===== config.mk =====
export PLATFORM = sky130hd
export DESIGN_NAME = control_pipe_flat
export DESIGN_NICKNAME = d
export VERILOG_FILES = /design/src/rtl/ctrl_pkg.sv /design/src/rtl/control_pipe_if.sv /design/src/rtl/control_decode.sv /design/src/rtl/control_pipe.sv /design/src/flat_wrapper.sv
export SDC_FILE = /design/constraint.sdc
export NUM_CORES = 1
export LEC_CHECK = 0
export BUFFER_PORTS_ARGS = -buffer_cell sky130_fd_sc_hd__buf_2
export CAP_MARGIN = 20
export CORE_UTILIZATION = 50
export DETAILED_ROUTE_END_ITERATION = 8
export PLACE_DENSITY = 0.83
export SLEW_MARGIN = 20
export SYNTH_ARGS = -nofsm -noshare
export SYNTH_HDL_FRONTEND = slang
export SYNTH_HIERARCHICAL = 1
export SYNTH_SLANG_ARGS = --single-unit

===== constraint.sdc =====
create_clock -name clk -period 3.2 [get_ports clk]
set_clock_uncertainty 0.1 [all_clocks]
set_input_delay 0.48 -clock clk [delete_from_list [all_inputs] [get_ports clk]]
set_output_delay 0.48 -clock clk [all_outputs]
set_load 0.005 [all_outputs]

===== src/rtl/ctrl_pkg.sv =====
// Shared encodings, ALU/forward codes and the per-stage control bundle
// for the pipelined MIPS control path.
package ctrl_pkg;

    localparam int REG_W = 5;

    localparam logic [5:0] OP_RTYPE = 6'b000000;
    localparam logic [5:0] OP_ADDI  = 6'b001000;
    localparam logic [5:0] OP_ANDI  = 6'b001100;
    localparam logic [5:0] OP_ORI   = 6'b001101;
    localparam logic [5:0] OP_XORI  = 6'b001110;
    localparam logic [5:0] OP_LW    = 6'b100011;
    localparam logic [5:0] OP_SW    = 6'b101011;
    localparam logic [5:0] OP_BEQ   = 6'b000100;
    localparam logic [5:0] OP_BNE   = 6'b000101;

    localparam logic [5:0] FN_ADD  = 6'b100000;
    localparam logic [5:0] FN_SUB  = 6'b100010;
    localparam logic [5:0] FN_AND  = 6'b100100;
    localparam logic [5:0] FN_OR   = 6'b100101;
    localparam logic [5:0] FN_XOR  = 6'b100110;
    localparam logic [5:0] FN_NOR  = 6'b100111;
    localparam logic [5:0] FN_SLT  = 6'b101010;
    localparam logic [5:0] FN_SLL  = 6'b000000;
    localparam logic [5:0] FN_SRL  = 6'b000010;
    localparam logic [5:0] FN_SRA  = 6'b000011;
    localparam logic [5:0] FN_SLLV = 6'b000100;
    localparam logic [5:0] FN_SRLV = 6'b000110;
    localparam logic [5:0] FN_SRAV = 6'b000111;

    localparam logic [3:0] ALU_ADD = 4'd0;
    localparam logic [3:0] ALU_SUB = 4'd1;
    localparam logic [3:0] ALU_AND = 4'd2;
    localparam logic [3:0] ALU_OR  = 4'd3;
    localparam logic [3:0] ALU_XOR = 4'd4;
    localparam logic [3:0] ALU_NOR = 4'd5;
    localparam logic [3:0] ALU_SLT = 4'd6;
    localparam logic [3:0] ALU_SLL = 4'd7;
    localparam logic [3:0] ALU_SRL = 4'd8;
    localparam logic [3:0] ALU_SRA = 4'd9;

    localparam logic [1:0] FWD_RF    = 2'b00;
    localparam logic [1:0] FWD_EXMEM = 2'b01;
    localparam logic [1:0] FWD_MEMWB = 2'b10;

    typedef struct packed {
        logic             reg_write;
        logic             mem_to_reg;
        logic             mem_read;
        logic             mem_write;
        logic             branch;
        logic             branch_ne;
        logic [3:0]       alu_control;
        logic             alu_source;
        logic             alu_source_shift;
        logic [REG_W-1:0] rs;
        logic [REG_W-1:0] rt;
        logic [REG_W-1:0] dst;
    } ctrl_t;

    // r0 is hard-wired, so a producer targeting it never creates a dependency.
    function automatic logic src_match(input logic [REG_W-1:0] dst,
                                       input logic [REG_W-1:0] src);
        return (dst != '0) && (dst == src);
    endfunction

endpackage


===== src/rtl/control_pipe_if.sv =====
// ID-stage inputs and per-stage control outputs of control_pipe.
interface control_pipe_if #(parameter int ADDR_W = 5);
    logic [31:0]       instr_id;
    logic              instr_valid;
    logic              stall_ext;
    logic              flush_id;
    logic              illegal_id;
    logic              hazard_stall;
    logic [3:0]        ex_alu_control;
    logic              ex_alu_source;
    logic              ex_alu_source_shift;
    logic              ex_branch;
    logic              ex_branch_ne;
    logic [1:0]        fwd_a;
    logic [1:0]        fwd_b;
    logic              mem_mem_read;
    logic              mem_mem_write;
    logic              wb_reg_write;
    logic              wb_mem_to_reg;
    logic [ADDR_W-1:0] wb_dst;

    modport master (
        output instr_id, instr_valid, stall_ext, flush_id,
        input  illegal_id, hazard_stall, ex_alu_control, ex_alu_source,
               ex_alu_source_shift, ex_branch, ex_branch_ne, fwd_a, fwd_b,
               mem_mem_read, mem_mem_write, wb_reg_write, wb_mem_to_reg, wb_dst
    );

    modport slave (
        input  instr_id, instr_valid, stall_ext, flush_id,
        output illegal_id, hazard_stall, ex_alu_control, ex_alu_source,
               ex_alu_source_shift, ex_branch, ex_branch_ne, fwd_a, fwd_b,
               mem_mem_read, mem_mem_write, wb_reg_write, wb_mem_to_reg, wb_dst
    );
endinterface


===== src/rtl/control_decode.sv =====
// Combinational ID-stage decoder: instruction word to control bundle.
// Source fields an instruction does not read are forced to r0 so they never match.
module control_decode
    import ctrl_pkg::*;
(
    input  logic [31:0] instr,
    output ctrl_t       ctrl,
    output logic        illegal
);

    logic [5:0]       opcode;
    logic [5:0]       funct;
    logic [REG_W-1:0] rs;
    logic [REG_W-1:0] rt;
    logic [REG_W-1:0] rd;
    logic             unused_fields;

    assign opcode        = instr[31:26];
    assign rs            = instr[25:21];
    assign rt            = instr[20:16];
    assign rd            = instr[15:11];
    assign funct         = instr[5:0];
    assign unused_fields = ^instr[10:6];

    always_comb begin
        ctrl    = '0;
        illegal = 1'b0;
        case (opcode)
            OP_RTYPE: begin
                ctrl.reg_write = 1'b1;
                ctrl.dst       = rd;
                ctrl.rs        = rs;
                ctrl.rt        = rt;
                case (funct)
                    FN_ADD:  ctrl.alu_control = ALU_ADD;
                    FN_SUB:  ctrl.alu_control = ALU_SUB;
                    FN_AND:  ctrl.alu_control = ALU_AND;
                    FN_OR:   ctrl.alu_control = ALU_OR;
                    FN_XOR:  ctrl.alu_control = ALU_XOR;
                    FN_NOR:  ctrl.alu_control = ALU_NOR;
                    FN_SLT:  ctrl.alu_control = ALU_SLT;
                    FN_SLLV: ctrl.alu_control = ALU_SLL;
                    FN_SRLV: ctrl.alu_control = ALU_SRL;
                    FN_SRAV: ctrl.alu_control = ALU_SRA;
                    FN_SLL, FN_SRL, FN_SRA: begin
                        // Immediate shifts take shamt in place of rs.
                        ctrl.alu_source_shift = 1'b1;
                        ctrl.rs               = '0;
                        ctrl.alu_control      = (funct == FN_SLL) ? ALU_SLL :
                                                (funct == FN_SRL) ? ALU_SRL : ALU_SRA;
                    end
                    default: illegal = 1'b1;
                endcase
            end
            OP_ADDI, OP_ANDI, OP_ORI, OP_XORI: begin
                ctrl.reg_write   = 1'b1;
                ctrl.alu_source  = 1'b1;
                ctrl.rs          = rs;
                ctrl.dst         = rt;
                ctrl.alu_control = (opcode == OP_ADDI) ? ALU_ADD :
                                   (opcode == OP_ANDI) ? ALU_AND :
                                   (opcode == OP_ORI)  ? ALU_OR  : ALU_XOR;
            end
            OP_LW: begin
                ctrl.reg_write   = 1'b1;
                ctrl.mem_to_reg  = 1'b1;
                ctrl.mem_read    = 1'b1;
                ctrl.alu_source  = 1'b1;
                ctrl.alu_control = ALU_ADD;
                ctrl.rs          = rs;
                ctrl.dst         = rt;
            end
            OP_SW: begin
                ctrl.mem_write   = 1'b1;
                ctrl.alu_source  = 1'b1;
                ctrl.alu_control = ALU_ADD;
                ctrl.rs          = rs;
                ctrl.rt          = rt;
            end
            OP_BEQ, OP_BNE: begin
                ctrl.branch      = 1'b1;
                ctrl.branch_ne   = (opcode == OP_BNE);
                ctrl.alu_control = ALU_SUB;
                ctrl.rs          = rs;
                ctrl.rt          = rt;
            end
            default: illegal = 1'b1;
        endcase
        if (illegal) begin
            ctrl = '0;
        end
    end

endmodule


===== src/rtl/control_pipe.sv =====
// Pipelined control: ID decode, ID/EX-EX/MEM-MEM/WB control registers,
// load-use / RAW hazard stall and EX operand forwarding selects.
module control_pipe
    import ctrl_pkg::*;
#(
    parameter int ADDR_W = 5,
    parameter bit FWD_EN = 1'b1
)(
    input  logic           clk,
    input  logic           reset,
    control_pipe_if.slave  bus
);

    ctrl_t id_ctrl;
    ctrl_t id_ex_reg;
    ctrl_t ex_mem_reg;
    ctrl_t mem_wb_reg;
    ctrl_t id_ex_next;
    logic  id_illegal;
    logic  hazard;

    logic [1:0][REG_W-1:0] id_src;
    logic [1:0][REG_W-1:0] ex_src;
    logic [1:0]            load_hit;
    logic [1:0]            raw_hit;
    logic [1:0][1:0]       fwd_sel;

    control_decode u_decode (
        .instr   (bus.instr_id),
        .ctrl    (id_ctrl),
        .illegal (id_illegal)
    );

    // Index 0 is rs (operand A), index 1 is rt (operand B).
    assign id_src = {id_ctrl.rt, id_ctrl.rs};
    assign ex_src = {id_ex_reg.rt, id_ex_reg.rs};

    genvar gi;
    generate
        for (gi = 0; gi < 2; gi++) begin : g_src
            assign load_hit[gi] = id_ex_reg.mem_read &&
                                  src_match(id_ex_reg.dst, id_src[gi]);
            // Without forwarding, any in-flight writer in EX or MEM must drain first.
            assign raw_hit[gi]  = !FWD_EN &&
                                  ((id_ex_reg.reg_write  && src_match(id_ex_reg.dst,  id_src[gi])) ||
                                   (ex_mem_reg.reg_write && src_match(ex_mem_reg.dst, id_src[gi])));
            assign fwd_sel[gi]  = !FWD_EN ? FWD_RF :
                                  (ex_mem_reg.reg_write && src_match(ex_mem_reg.dst, ex_src[gi])) ? FWD_EXMEM :
                                  (mem_wb_reg.reg_write && src_match(mem_wb_reg.dst, ex_src[gi])) ? FWD_MEMWB :
                                  FWD_RF;
        end
    endgenerate

    assign hazard = bus.instr_valid && !bus.flush_id && ((|load_hit) || (|raw_hit));

    always_comb begin
        id_ex_next = '0;
        if (bus.instr_valid && !bus.flush_id && !hazard) begin
            id_ex_next = id_ctrl;
        end
    end

    always_ff @(posedge clk) begin
        if (reset) begin
            id_ex_reg  <= '0;
            ex_mem_reg <= '0;
            mem_wb_reg <= '0;
        end else if (!bus.stall_ext) begin
            id_ex_reg  <= id_ex_next;
            ex_mem_reg <= id_ex_reg;
            mem_wb_reg <= ex_mem_reg;
        end
    end

    assign bus.illegal_id          = id_illegal;
    assign bus.hazard_stall        = hazard;
    assign bus.ex_alu_control      = id_ex_reg.alu_control;
    assign bus.ex_alu_source       = id_ex_reg.alu_source;
    assign bus.ex_alu_source_shift = id_ex_reg.alu_source_shift;
    assign bus.ex_branch           = id_ex_reg.branch;
    assign bus.ex_branch_ne        = id_ex_reg.branch_ne;
    assign bus.fwd_a               = fwd_sel[0];
    assign bus.fwd_b               = fwd_sel[1];
    assign bus.mem_mem_read        = ex_mem_reg.mem_read;
    assign bus.mem_mem_write       = ex_mem_reg.mem_write;
    assign bus.wb_reg_write        = mem_wb_reg.reg_write;
    assign bus.wb_mem_to_reg       = mem_wb_reg.mem_to_reg;
    assign bus.wb_dst              = ADDR_W'(mem_wb_reg.dst);

    // Later stages only expose a subset of the bundle.
    logic unused_stage_bits;
    assign unused_stage_bits = ^{ex_mem_reg, mem_wb_reg};

endmodule


===== src/flat_wrapper.sv =====
// flat-port wrapper written by rule: the top's interface ports become plain ports
module control_pipe_flat import ctrl_pkg::*;
#(
    parameter int ADDR_W = 5,
    parameter bit FWD_EN = 1'b1
)
  (clk, reset, bus_instr_id, bus_instr_valid, bus_stall_ext, bus_flush_id, bus_illegal_id, bus_hazard_stall, bus_ex_alu_control, bus_ex_alu_source, bus_ex_alu_source_shift, bus_ex_branch, bus_ex_branch_ne, bus_fwd_a, bus_fwd_b, bus_mem_mem_read, bus_mem_mem_write, bus_wb_reg_write, bus_wb_mem_to_reg, bus_wb_dst);
  control_pipe_if #(.ADDR_W(ADDR_W)) bus_i ();
  input  logic clk;
  input  logic reset;
  input wire logic [$bits(bus_i.instr_id)-1:0] bus_instr_id;
  input wire logic [$bits(bus_i.instr_valid)-1:0] bus_instr_valid;
  input wire logic [$bits(bus_i.stall_ext)-1:0] bus_stall_ext;
  input wire logic [$bits(bus_i.flush_id)-1:0] bus_flush_id;
  output wire logic [$bits(bus_i.illegal_id)-1:0] bus_illegal_id;
  output wire logic [$bits(bus_i.hazard_stall)-1:0] bus_hazard_stall;
  output wire logic [$bits(bus_i.ex_alu_control)-1:0] bus_ex_alu_control;
  output wire logic [$bits(bus_i.ex_alu_source)-1:0] bus_ex_alu_source;
  output wire logic [$bits(bus_i.ex_alu_source_shift)-1:0] bus_ex_alu_source_shift;
  output wire logic [$bits(bus_i.ex_branch)-1:0] bus_ex_branch;
  output wire logic [$bits(bus_i.ex_branch_ne)-1:0] bus_ex_branch_ne;
  output wire logic [$bits(bus_i.fwd_a)-1:0] bus_fwd_a;
  output wire logic [$bits(bus_i.fwd_b)-1:0] bus_fwd_b;
  output wire logic [$bits(bus_i.mem_mem_read)-1:0] bus_mem_mem_read;
  output wire logic [$bits(bus_i.mem_mem_write)-1:0] bus_mem_mem_write;
  output wire logic [$bits(bus_i.wb_reg_write)-1:0] bus_wb_reg_write;
  output wire logic [$bits(bus_i.wb_mem_to_reg)-1:0] bus_wb_mem_to_reg;
  output wire logic [$bits(bus_i.wb_dst)-1:0] bus_wb_dst;
  assign bus_i.instr_id = bus_instr_id;
  assign bus_i.instr_valid = bus_instr_valid;
  assign bus_i.stall_ext = bus_stall_ext;
  assign bus_i.flush_id = bus_flush_id;
  assign bus_illegal_id = bus_i.illegal_id;
  assign bus_hazard_stall = bus_i.hazard_stall;
  assign bus_ex_alu_control = bus_i.ex_alu_control;
  assign bus_ex_alu_source = bus_i.ex_alu_source;
  assign bus_ex_alu_source_shift = bus_i.ex_alu_source_shift;
  assign bus_ex_branch = bus_i.ex_branch;
  assign bus_ex_branch_ne = bus_i.ex_branch_ne;
  assign bus_fwd_a = bus_i.fwd_a;
  assign bus_fwd_b = bus_i.fwd_b;
  assign bus_mem_mem_read = bus_i.mem_mem_read;
  assign bus_mem_mem_write = bus_i.mem_mem_write;
  assign bus_wb_reg_write = bus_i.wb_reg_write;
  assign bus_wb_mem_to_reg = bus_i.wb_mem_to_reg;
  assign bus_wb_dst = bus_i.wb_dst;
  control_pipe #(.ADDR_W(ADDR_W), .FWD_EN(FWD_EN)) u_core (.clk(clk), .reset(reset), .bus(bus_i));
endmodule

==> impl_metrics.json <==
{
  "outcome": "finished, violations left",
  "violations": "negative setup slack",
  "syn_area_um2": 2910,
  "arrival_ns": 2.63,
  "ys.flop_type": "dfxtp_1",
  "ant_nets": 0,
  "die_w_um": 78.2,
  "required_ns": 2.62,
  "die_h_um": 78.2,
  "dp_hpwl_um": 5250,
  "post-place-cells": 452,
  "hold-path-endpoint": "u_core/bus.ex_branch_ne$_SDFFE_PP0N_",
  "final_common_cell": "buf_2",
  "seq_area_frac_synth_pct": 29.6,
  "final_cells": 472,
  "crit_chain": "buf_2 > buf_4 > inv_1 > a41oi_2 > a2111oi_4 > buf_4 > xnor2_1 > nand3_1 > o22ai_2 > and4bb_1 > buf_2",
  "max_freq_mhz": 311,
  "numPortBuffers": 54,
  "grt_start_max_net_pins": 55,
  "r2r_setup_slack_ns": 1.34,
  "cts-root-buf": "clkbuf_8",
  "finalPower_mw": 1.15,
  "drc": 0,
  "powerDensity_nw_per_um2": 312,
  "place_congestion": 0.935,
  "slew_headroom_pct": 53.0,
  "final_nets": 436,
  "cpMaxStageDelayCell": "a2111oi_4",
  "cts_buffers": 5,
  "largest_reg_flops": 10,
  "drive_gt1_share_pct": 35.0,
  "worst_slack_ns": -0.0116,
  "syn_to_final_growth_pct": 26.6,
  "drt_iter0_markers": 228,
  "dieArea_um2": 6120,
  "setup-violations-final": 1,
  "holdWs_ns": 0.375,
  "worst_r2r_endpoint": "u_core/ex_src[2]$_SDFFE_PP0N_",
  "io-pin-count": 60,
  "grt_pass1_wl_um": 11900,
  "whs_path_depth": 2,
  "rows": 27,
  "drt-total-wl_um": 8130,
  "use_met1_pct": 30.0,
  "leakage_nw": 1.49,
  "r2r_start": "u_core/id_ex_reg[4]$_SDFFE_PP0N_",
  "synthArstFlopShare_pct": 0,
  "grt-busiest-layer": "met2",
  "slew_violations": 0,
  "max_stage_delay_ns": 0.42,
  "clk_transition_reported_paths_ns": 0.08,
  "cts_tree": "yes",
  "start_util_pct": 52.4,
  "grt_use_met3_pct": 3.72,
  "final_period_minus_worst_setup_slack_ns": 3.21,
  "avgSynthCellArea_um2": 8.62,
  "drt_pre_antenna_iters": 5,
  "antenna_found_initial": 0,
  "most-common-layout-cells": "buf_2 (53), dfxtp_1 (43), nand2_1 (37)",
  "met2_usage_pct": 41.7,
  "hold_class": "reg2reg",
  "coreArea_um2": 5540,
  "tightest_slew_ns": 0.698,
  "synth_edf_count": 0,
  "synthCells": 337,
  "diodes": 0,
  "synth_fp_nets": 374,
  "synth_cell_types": 52,
  "clockBufferDepth": 2,
  "maxCapViolCount": 0,
  "grt_pass1_vias": 2525,
  "num_vias": 2942,
  "ctsHoldBuffers": 0,
  "h-tree-depth": 2,
  "post_drt_wl_per_cell_um": 17.2,
  "clock_latency_ns": 0.29,
  "yosys_warnings": 6,
  "max-vdd-ir-drop_uv": 195,
  "synth-seq-cells": 43,
  "finalHoldViolCount": 0,
  "grt_overflow": 0,
  "startpoint_type": "input port",
  "n_fill_cell": 441,
  "period_share_pct": 100,
  "reg2reg_depth": 5,
  "track_usage_pct": 24.2,
  "cp-end-kind": "output pin",
  "routed_via_density": 6.23,
  "crit_fanout": 6,
  "critical_path_class": "in2out",
  "hold_start": "u_core/bus.ex_branch_ne$_SDFFE_PP0N_",
  "cts_sinks": 43
}
## layout make-up
class	instances	area [um2]	area share (%)
well taps	72	90.1	2.45
flip-flops and latches	43	861	23.4
clock inverters	2	35.0	0.953
repair buffers	84	523	14.2
clock buffers	6	82.6	2.25
inverters	17	63.8	1.74
multi-input cells	248	2020	55.0
## synth_stat cells (6+ instances only)
cell type / number / share of area, %
dfxtp_1: 43 / 30
nand2_1: 37 / 4.8
a32oi_1: 27 / 8.1
nor2_1: 25 / 3.2
o21ai_2: 21 / 6.3
inv_1: 17 / 2.2
mux2i_1: 17 / 5.9
xnor2_1: 16 / 4.8
xor2_1: 14 / 4.2
buf_2: 12 / 2.1
a221oi_1: 11 / 3.3
o21ai_1: 9 / 1.6
buf_4: 6 / 1.6
buf_6: 6 / 2.3
o211ai_1: 6 / 1.6
## how the worst max path moves through the flow
stage               cells past startpoint        startpoint  slack, ns               end
floorplan                               9   bus_instr_id[5]       0.08  bus_hazard_stall
global placement                       11   bus_instr_id[2]       0.01  bus_hazard_stall
detailed placement                     10  bus_instr_id[30]     -0.008  bus_hazard_stall
CTS                                    11   bus_instr_id[2]       0.01  bus_hazard_stall
global route                           11   bus_instr_id[3]      -0.12  bus_hazard_stall
finish                                 11  bus_instr_id[27]      -0.01  bus_hazard_stall
## stage by stage
| step | instance area [um2] | TNS (ns) | util, % | setup WS, ns |
|---|---|---|---|---|
| floorplan | 2910 | 0 | - | 0.0783 |
| global route | 3680 | -0.117 | 66.4 | -0.117 |
| CTS | 3340 | 0 | 60.2 | 0.0106 |
| detailed placement | 3210 | -0.00822 | 58.0 | -0.00822 |
| finish | 3680 | -0.0116 | 66.4 | -0.0116 |
| global placement | 3210 | 0 | 58.0 | 0.0135 |
## power breakdown
| part | switching, mW | total [mW] | internal, mW |
|---|---|---|---|
| Sequential | 0.00126 | 0.537 | 0.536 |
| Combinational | 0.112 | 0.179 | 0.0667 |
| Clock | 0.180 | 0.432 | 0.252 |
| Total | 0.293 | 1.15 | 0.855 |
## repair_timing
item	CTS	global route
gates resized for setup	1	36
setup buffers	0	11
gates cloned	0	1
setup endpoints to repair	1	1
pin swaps	0	12
## cells by family (layout without fill, tap and decap cells)
kind of cell	count (synthesis)	in the layout	share of synthesized area [%]
AO/OA/AOI/OAI	103	104	29.1
AND/OR/NAND/NOR	97	97	17.4
XOR/XNOR	30	30	9.04
buffers and inverters	47	109	8.96
flip-flops	43	43	29.6
multiplexers	17	17	5.86
## critical path: cells and delay by family
| kind | cells | cell delay [ns] |
|---|---|---|
| AND/OR/NAND/NOR | 2 | 0.35 |
| AO/OA/AOI/OAI | 3 | 0.98 |
| XOR/XNOR | 1 | 0.12 |
| buffers and inverters | 5 | 0.68 |
## metal layers
layer	vias up	wire, um	part of all wire (%)
li1	1380	-	-
met2	121	4200	52
met5	-	0	0
met3	26	437	5.4
met4	0	252	3.1
met1	1415	3240	40
Note: power is estimated with default switching activity, not from simulation.
